===== src/rtl/rv_iopmp_err_capture.sv =====
// IOPMP error capture: records the first violation from the decision logic, counts
// later ones as lost until software clears the record, and raises the IOPMP interrupt.
module rv_iopmp_err_capture #(
  parameter int SID_WIDTH      = 8,
  parameter int ADDR_WIDTH     = 64,
  parameter int LOST_CNT_WIDTH = 8
) (
  input  logic                      clk_i,
  input  logic                      rst_i,
  input  logic                      err_transaction_i,
  input  logic [2:0]                err_type_i,
  input  logic [15:0]               err_entry_index_i,
  input  logic [SID_WIDTH-1:0]      err_sid_i,
  input  logic [ADDR_WIDTH-1:0]     err_addr_i,
  input  logic [1:0]                err_ttype_i,
  input  logic                      ie_i,
  input  logic                      clear_i,
  output logic                      err_valid_o,
  output logic [2:0]                err_type_o,
  output logic [1:0]                err_ttype_o,
  output logic [15:0]               err_eid_o,
  output logic [SID_WIDTH-1:0]      err_sid_o,
  output logic [ADDR_WIDTH-1:0]     err_addr_o,
  output logic [LOST_CNT_WIDTH-1:0] lost_cnt_o,
  output logic                      irq_o
);

  typedef enum logic [0:0] {
    IDLE     = 1'b0,
    CAPTURED = 1'b1
  } state_e;

  localparam logic [LOST_CNT_WIDTH-1:0] LOST_MAX = {LOST_CNT_WIDTH{1'b1}};
  localparam logic [LOST_CNT_WIDTH-1:0] LOST_ONE = {{(LOST_CNT_WIDTH-1){1'b0}}, 1'b1};

  state_e                    state_r;
  state_e                    state_next_s;
  logic                      capture_s;
  logic [LOST_CNT_WIDTH-1:0] lost_next_s;
  logic                      valid_r;
  logic [2:0]                type_r;
  logic [1:0]                ttype_r;
  logic [15:0]               eid_r;
  logic [SID_WIDTH-1:0]      sid_r;
  logic [ADDR_WIDTH-1:0]     addr_r;
  logic [LOST_CNT_WIDTH-1:0] lost_cnt_r;

  // Next-state, capture enable and lost-counter update
  always_comb begin
    state_next_s = state_r;
    capture_s    = 1'b0;
    lost_next_s  = lost_cnt_r;
    case (state_r)
      IDLE: begin
        if (err_transaction_i) begin
          capture_s    = 1'b1;
          state_next_s = CAPTURED;
        end else begin
          state_next_s = IDLE;
        end
      end
      CAPTURED: begin
        // A clear coinciding with a new strobe frees the record and takes the new error.
        if (clear_i && err_transaction_i) begin
          capture_s    = 1'b1;
          lost_next_s  = '0;
          state_next_s = CAPTURED;
        end else if (clear_i) begin
          lost_next_s  = '0;
          state_next_s = IDLE;
        end else if (err_transaction_i) begin
          if (lost_cnt_r != LOST_MAX) begin
            lost_next_s = lost_cnt_r + LOST_ONE;
          end else begin
            lost_next_s = lost_cnt_r;
          end
        end else begin
          lost_next_s = lost_cnt_r;
        end
      end
      default: begin
        state_next_s = IDLE;
        lost_next_s  = '0;
      end
    endcase
  end

  // State, capture record and lost counter registers
  always_ff @(posedge clk_i) begin
    if (rst_i) begin
      state_r    <= IDLE;
      valid_r    <= 1'b0;
      type_r     <= 3'd0;
      ttype_r    <= 2'd0;
      eid_r      <= 16'd0;
      sid_r      <= '0;
      addr_r     <= '0;
      lost_cnt_r <= '0;
    end else begin
      state_r    <= state_next_s;
      valid_r    <= (state_next_s == CAPTURED);
      lost_cnt_r <= lost_next_s;
      // Fields stay stale after a clear; software ignores them while valid is low.
      if (capture_s) begin
        type_r  <= err_type_i;
        ttype_r <= err_ttype_i;
        eid_r   <= err_entry_index_i;
        sid_r   <= err_sid_i;
        addr_r  <= err_addr_i;
      end
    end
  end

  assign err_valid_o = valid_r;
  assign err_type_o  = type_r;
  assign err_ttype_o = ttype_r;
  assign err_eid_o   = eid_r;
  assign err_sid_o   = sid_r;
  assign err_addr_o  = addr_r;
  assign lost_cnt_o  = lost_cnt_r;
  assign irq_o       = valid_r & ie_i;

endmodule

===== config.mk =====
export PLATFORM = sky130hd
export DESIGN_NAME = rv_iopmp_err_capture
export DESIGN_NICKNAME = d
export VERILOG_FILES = /design/src/rtl/rv_iopmp_err_capture.sv
export SDC_FILE = /design/constraint.sdc
export NUM_CORES = 1
export LEC_CHECK = 0
export BUFFER_PORTS_ARGS = -buffer_cell sky130_fd_sc_hd__buf_2
export CAP_MARGIN = 10
export CORE_MARGIN = 5
export CORE_UTILIZATION = 41
export CTS_CLUSTER_DIAMETER = 150
export DETAILED_ROUTE_END_ITERATION = 8
export PLACE_DENSITY_LB_ADDON = 0.08
export SLEW_MARGIN = 20
export SYNTH_ARGS = -nofsm -noshare
export SYNTH_HDL_FRONTEND = slang
export SYNTH_SLANG_ARGS = --single-unit

===== constraint.sdc =====
create_clock -name clk_i -period 1.4 [get_ports clk_i]
set_input_delay 0 -clock clk_i [delete_from_list [all_inputs] [get_ports clk_i]]
set_output_delay 0 -clock clk_i [all_outputs]
set_load 0.005 [all_outputs]

==> reports/metrics.sh, run 1 <==
RUN_STATUS='finished clean'
REQUIRED_NS=1.65
FINALWORSTPATHREQUIREDPERIOD_NS=1.360
INITIAL_CORE_UTIL_PCT=41.42
DIE_X_UM=108.7
FIN_NETS=851
CTS_ROOT_BUF='clkbuf_8'
MAX_SLEW_MARGIN_PCT=64.72
R2R-START='lost_cnt_o[0]'
GR-USAGE-ALL-LAYERS_PCT=23.14
GATE_COUNT_AFTER_TECHNOLOGY_MAPPING=481
POSTROUTEANTENNANETS=0
P_SW_SHARE_PCT=24.48
CTS_TREE='built'
TOTAL_POWER_DENSITY_PER_CELL_AREA_mW_PER_MM2=1000
YS_SEQ_ELEMENTS=102
HOLD_END='lost_cnt_o[6]'
TOTAL_SETUP_VIOLATIONS_REPORTED_AT_THE_END_OF_THE_FLOW=0
VDD.IR_DROP.WORST_uV=639.9
DIEHEIGHT_UM=108.7
GRT_OVERFLOW_TOTAL=0
SYNTH_SEQ_AREA_SHARE_PCT=51.14
PLACEMENT_ROWS=36
POWER_SWITCHING_mW=1.559
ANTENNADIODECOUNT=0
POWER_FRAC_COMB_PCT=16.5
LAYOUT.CELLS.MOST_COMMON_LIST='buf_2, dfxtp_1, nand3_1, a21oi_1, dlygate4sd3_1'
CAP_VIOL_MAX_COUNT=0
PLACEABLECOREAREA_MM2=0.009639
MIN-DELAY-PATH-CLASS='input port to flop'
ROUTED-VIA-COUNT=4627
MAXIMUM_NUMBER_OF_PINS_ON_ONE_NET_BEFORE_GLOBAL_ROUTE_REPAIR=71
SYN2LAYOUT_AREA_GROWTH_PCT=59.42
CTS_NUM_SINKS=102
ROUTE.DETAILED.WL_PER_INST_UM=15.70
GRT_FIRST_PASS_WIRELENGTH_UM=22220
ASYNCSETRESETFLOPFRACSYNTH_PCT=0
GRT_ANTENNA_BEFORE_REPAIR=0
HOLD_PATH_DEPTH=3
GRT_PASS1_VIAS=4603
FILLCELLCOUNT=851
CRITICAL_R2R_CAPTURE='lost_cnt_o[3]'
FINAL_CELLS=890
DRC=0
P_INT_mW=4.808
TIMING.FINAL.CRIT_SHARE_PCT=97.12
RRSETUPSLACK_NS=0.04
HOLDCRITSTARTPOINT='clear_i'
SYNTH_FP_NETS=580
WL_UM=13970
FINAL_UTIL_PCT=66.03
WORST_SETUP_HOLD_PATH_CLK_SLEW_NS=0.09
CLKLATENCYLATEPIN_NS=0.35
FINAL_COMMON_CELL='buf_2'
TRITONCTS_BUFFER_COUNT=9
R2R_CELLS=4
REPORT.FINAL.HOLD_VIOL_COUNT=0
CTSHTREEMAXLEVEL=3
TOTALNEGATIVESETUPSLACK_NS=0
FIRST_ITER_VIOLATIONS=304
SYNTH.AVG_CELL_AREA_UM2=8.301
SYN-CELL-AREA_MM2=0.003993
FMAX_MHz=735.5
DRIVE_ABOVE_1_SHARE_PCT=32.23
GRT_SETUP_UNREPAIRED='no'
DRT_FIRST_PASS_ITERS=5
CLOCK_POWER_SHARE_PCT=34.3
POST_SYNTH_NUM_CELL_TYPES=28
FLOORPLAN.DIE_AREA_MM2=0.01181
CTSLONGESTPATHBUFFERS=2
SETUP_CP_TYPE='flop to flop'
WARNINGS_FROM_YOSYS=0
SYNTH-MAIN-FF-CELL='dfxtp_1'
TIMING_MAX_TRANSITION_VIOLATIONS_FINAL=0
WORST-PATH-MAX-FANOUT=6
HPWL_UM=8282
VIASPERCELL=5.199
POWER.SHARE.SEQUENTIAL_PCT=49.2
PLACED_CELLS=777
IOPINCOUNT=201
GP_ROUTABILITY_CONGESTION=0.8034
CRITPATHCAPTURETYPE='flop'
SYNTH-EDFF-COUNT=0
CLOCK-SKEW-FINAL_NS=0.01088
NUMPORTBUFFERS=200
P_LEAK_nW=2.846
WORST_HOLD_SLACK_ACROSS_ALL_ENDPOINTS_NS=0.1280
CP_DATA_ARRIVAL_TIME_NS=1.61
MAX_SLEW.WORST_PIN.SLEW_NS=0.5292
TIMING.CRITICAL_PATH.FROM_TYPE='flop'
state kept, by name, summed over array words and instances (netlist names):
register / count
err_addr_o: 64
err_ttype_o: 2
err_valid_o: 1
lost_cnt_o: 8
err_eid_o: 16
err_sid_o: 8
err_type_o: 3
Yosys cell counts (all sizes together) (2+ instances only):
library cell | count | share of area [%]
nor2 | 2 | 0.19
dfxtp | 102 | 51
nor4b | 2 | 0.81
and3 | 2 | 0.31
clkbuf | 41 | 3.9
a211oi | 5 | 0.94
nand3 | 95 | 12
buf | 12 | 1.8
o21ai | 95 | 12
inv | 2 | 0.19
nand2b | 5 | 0.78
a41oi | 2 | 0.44
mux2i | 4 | 1.0
a21oi | 95 | 12
a21o | 2 | 0.38
nand2 | 7 | 0.66
worst max-delay path, stage by stage, from the launching register on:
cell	delay (ns)
dfxtp_2	0.34
ha_2	0.17
and4b_2	0.26
a21o_1	0.24
o221a_2	0.25
how the worst max path moves through the flow:
stage                  startpoint            end  slack (ns)  cells after the start
floorplan           lost_cnt_o[1]  lost_cnt_o[3]       0.001                      5
global placement    lost_cnt_o[1]  lost_cnt_o[3]        0.05                      4
detailed placement  lost_cnt_o[0]  lost_cnt_o[2]        0.02                      5
CTS                 lost_cnt_o[0]  lost_cnt_o[2]        0.01                      5
global route        lost_cnt_o[0]  lost_cnt_o[7]       0.003                      4
finish              lost_cnt_o[0]  lost_cnt_o[3]        0.04                      4
kinds of logic after synthesis:
group                      Yosys count  share of synthesized area (%)
AOI/OAI and AO/OA                  201                          26.04
and+or+nand+nor                    118                          15.67
DFF                                102                          51.14
buffers and inverters               55                          5.829
muxes                                4                          1.003
adders and majority gates            1                         0.3133
layer usage:
metal  wire [um]  vias to the layer above  part of all wire [%]  GRT usage [%]
met3        1037                       28                   7.4          6.394
li1            -                     2261                     -              -
met5           0                        -                     0              0
met4         348                        0                   2.5          9.468
met2        6972                      174                    50          39.59
met1        5612                     2164                    40          27.33
per-stage QoR:
step | area (um2) | total power [mW] | setup WS [ns]
2_1_floorplan | 4000 | 3.589 | 0.001279
3_3_place_gp | 5144 | 4.001 | 0.05215
3_5_place_dp | 5144 | 4.018 | 0.02016
4_1_cts | 6347 | 6.421 | 0.01122
5_1_grt | 6365 | 6.680 | 0.003174
6_report | 6365 | 6.366 | 0.04031
layout make-up:
class | instances | area (um2) | share of cell area [%]
clock inverter | 5 | 106.4 | 1.671
sequential | 102 | 2046 | 32.14
timing repair buffer | 313 | 2170 | 34.09
inverter | 2 | 7.507 | 0.1179
tap | 133 | 166.4 | 2.615
clock buffer | 11 | 131.4 | 2.064
multi-input combinational | 324 | 1738 | 27.30
power groups by stage:
stage | Sequential (mW) | Clock, mW | Combinational, mW
floorplan | 3.21 | 0 | 0.375
global placement | 3.19 | 0 | 0.811
detailed placement | 3.20 | 0 | 0.820
CTS | 3.13 | 2.26 | 1.03
global route | 3.15 | 2.37 | 1.15
finish | 3.13 | 2.18 | 1.05
repair_timing:
action                     CTS  global route
gates resized for setup      0             7
buffers inserted             2             0
setup endpoints to repair    1            44
hold endpoints to repair    94             0
hold buffers                95             0
No activity file was read; power rests on OpenSTA's default activity.
==> run 2, diff against run 1 <==
--- a/config.mk
+++ b/config.mk
@@ -11,7 +11,9 @@
 export CORE_UTILIZATION = 41
 export CTS_CLUSTER_DIAMETER = 150
 export DETAILED_ROUTE_END_ITERATION = 8
+export GPL_TIMING_DRIVEN = 0
 export PLACE_DENSITY_LB_ADDON = 0.08
+export REMOVE_ABC_BUFFERS = 1
 export SLEW_MARGIN = 20
 export SYNTH_ARGS = -nofsm -noshare
 export SYNTH_HDL_FRONTEND = slang
==> run 2 against run 1 <==
Compared with the run above: register-to-register slack worse by 0.02 ns; critical path depth unchanged; combinational power hardly changed; first-iteration DRC count is 9.5% higher; critical endpoint unchanged; highest routed layer unchanged.
==> reports/metrics.sh, run 2 (same netlist as run 1, synthesis figures left out) <==
TRITONCTS_BUFFER_COUNT=9  # unchanged
SYN2LAYOUT_AREA_GROWTH_PCT=59.79
CTS_ROOT_BUF='clkbuf_8'
CP_DATA_ARRIVAL_TIME_NS=1.63  # +0.02 ns
GRT_OVERFLOW_TOTAL=0  # unchanged
DRIVE_ABOVE_1_SHARE_PCT=32.13  # -0.099 points
FIRST_ITER_VIOLATIONS=333  # +9.5%
NUMPORTBUFFERS=200  # unchanged
VDD.IR_DROP.WORST_uV=535.5  # -16%
ROUTE.DETAILED.WL_PER_INST_UM=15.97  # +1.7%
CTSHTREEMAXLEVEL=3  # unchanged
WORST-PATH-MAX-FANOUT=6  # unchanged
SETUP_CP_TYPE='flop to flop'
DRT_FIRST_PASS_ITERS=5  # unchanged
TOTALNEGATIVESETUPSLACK_NS=0  # unchanged
CAP_VIOL_MAX_COUNT=0  # unchanged
MIN-DELAY-PATH-CLASS='input port to flop'
GR-USAGE-ALL-LAYERS_PCT=22.36  # -0.78 points
GRT_FIRST_PASS_WIRELENGTH_UM=21420  # -3.6%
FLOORPLAN.DIE_AREA_MM2=0.01181  # unchanged
TOTAL_POWER_DENSITY_PER_CELL_AREA_mW_PER_MM2=1014  # +1.4%
GP_ROUTABILITY_CONGESTION=0.8063  # +0.36%
ROUTED-VIA-COUNT=4682  # +1.2%
PLACEMENT_ROWS=36  # unchanged
FILLCELLCOUNT=815  # -4.2%
IOPINCOUNT=201  # unchanged
MAX_SLEW.WORST_PIN.SLEW_NS=0.6545  # +0.1253 ns
ANTENNADIODECOUNT=0  # unchanged
R2R-START='lost_cnt_o[1]'
LARGEST_REGISTER_FFS=64  # unchanged
HPWL_UM=7966  # -3.8%
R2R_CELLS=4  # unchanged
CTS_TREE='built'
HOLD_PATH_DEPTH=2  # -1
PLACEABLECOREAREA_MM2=0.009639  # unchanged
TIMING.CRITICAL_PATH.FROM_TYPE='flop'
WORST_HOLD_SLACK_ACROSS_ALL_ENDPOINTS_NS=0.05690  # -0.07107 ns
TIMING_MAX_TRANSITION_VIOLATIONS_FINAL=0  # unchanged
DIEHEIGHT_UM=108.7  # unchanged
REPORT.FINAL.HOLD_VIOL_COUNT=0  # unchanged
CLOCK-SKEW-FINAL_NS=0.007995  # -0.002881 ns
FMAX_MHz=725.2  # -1.4%
RRSETUPSLACK_NS=0.02  # -0.02 ns
RUN_STATUS='finished clean'
REQUIRED_NS=1.65  # about the same
CRITPATHCAPTURETYPE='flop'
INITIAL_CORE_UTIL_PCT=41.42  # unchanged
FIN_NETS=844  # -0.82%
MAX_SLEW_MARGIN_PCT=56.07  # -8.6 points
GRT_PASS1_VIAS=4450  # -3.3%
FINALWORSTPATHREQUIREDPERIOD_NS=1.379  # +0.01923 ns
HOLD_END='err_addr_o[37]'
WL_UM=14100  # +0.92%
POSTROUTEANTENNANETS=0  # unchanged
HOLDCRITSTARTPOINT='rst_i'
GRT_SETUP_UNREPAIRED='yes'
WORST_SETUP_HOLD_PATH_CLK_SLEW_NS=0.10  # about the same
FINAL_COMMON_CELL='buf_2'
TOTAL_SETUP_VIOLATIONS_REPORTED_AT_THE_END_OF_THE_FLOW=0  # unchanged
CTS_NUM_SINKS=102  # unchanged
CLKLATENCYLATEPIN_NS=0.36  # about the same
P_LEAK_nW=2.831  # -0.54%
CTSLONGESTPATHBUFFERS=2  # unchanged
LAYOUT.CELLS.MOST_COMMON_LIST='buf_2, dfxtp_1, nand3_1'
VIASPERCELL=5.302  # +2.0%
CRITICAL_R2R_CAPTURE='lost_cnt_o[3]'
GRT_ANTENNA_BEFORE_REPAIR=0  # unchanged
DIE_X_UM=108.7  # unchanged
MAXIMUM_NUMBER_OF_PINS_ON_ONE_NET_BEFORE_GLOBAL_ROUTE_REPAIR=72  # +1.4%
TOTAL_POWER_mW=6.472  # +1.7%
TIMING.FINAL.CRIT_SHARE_PCT=98.49  # +1.4 points
DRC=0  # unchanged
-- run 2: changes by cell type in the layout (fill, tap and decap cells not counted), sizes merged --
cell / previous run / this run
buf: 218 / 210
nand2b: 5 / 6
clkbuf: 11 / 12
and2b: 1 / 2
inv: 3 / 2
clkinvlp: 1 / 2
dlygate4sd3: 95 / 93
-- run 2: timing repair --
action | CTS | global route
resized for setup | 9 | 4
setup endpoints to repair | 101 | 66
cloned | 1 | 2
hold buffers | 93 | 0
endpoints found under the hold margin | 93 | 0
buffers inserted | 5 | 0
pin swaps | 3 | 1
-- run 2: metrics by stage --
step | area (um2) | setup slack [ns] | util (%) | std cells
6_report | 6380 | 0.02108 | 66.19 | 883
5_1_grt | 6380 | -0.02413 | 66.19 | 883
4_1_cts | 6340 | 0.002320 | 65.77 | 881
3_5_place_dp | 5082 | -0.2680 | 52.73 | 766
3_3_place_gp | 4935 | -2.561 | 51.19 | 761
2_1_floorplan | 3767 | -0.9478 | - | 428
-- run 2: cell type report --
| type | count | area, um2 | share of cell area [%] |
|---|---|---|---|
| Timing Repair Buffer | 304 | 2130 | 33.38 |
| Sequential cell | 102 | 2054 | 32.20 |
| Multi-Input combinational cell | 326 | 1763 | 27.63 |
| Tap cell | 133 | 166.4 | 2.608 |
| Clock buffer | 11 | 151.4 | 2.373 |
| Clock inverter | 5 | 105.1 | 1.647 |
| Inverter | 2 | 10.01 | 0.1569 |
-- run 2: worst max path at each step --
stage	start	to	slack [ns]	cells past startpoint
floorplan	err_valid_o	err_addr_o[0]	-0.95	3
global placement	err_transaction_i	err_addr_o[19]	-2.56	4
detailed placement	err_valid_o	err_addr_o[30]	-0.27	4
CTS	err_valid_o	err_addr_o[35]	0.002	4
global route	lost_cnt_o[0]	lost_cnt_o[4]	-0.02	4
finish	lost_cnt_o[1]	lost_cnt_o[3]	0.02	4
-- run 2: report_power, final --
| group | total, mW | internal (mW) | switching [mW] | leakage (nW) |
|---|---|---|---|---|
| clock network | 2.29 | 1.29 | 1.01 | 0.122 |
| logic | 1.05 | 0.546 | 0.503 | 1.87 |
| registers | 3.13 | 3.06 | 0.0743 | 0.841 |
-- run 2: worst max-delay path, cell delays in order, from the launching register on --
cell	delay, ns
dfxtp_4	0.36
ha_4	0.16
and4b_2	0.29
a21o_1	0.24
o221a_2	0.23
-- run 2: layer usage --
| metal | track usage (%) | vias up | wire length [um] |
|---|---|---|---|
| met5 | 0 | - | 0 |
| met4 | 9.288 | 0 | 337 |
| met3 | 5.565 | 25 | 1195 |
| met2 | 37.03 | 190 | 6844 |
| met1 | 27.78 | 2212 | 5721 |
| li1 | - | 2255 | - |
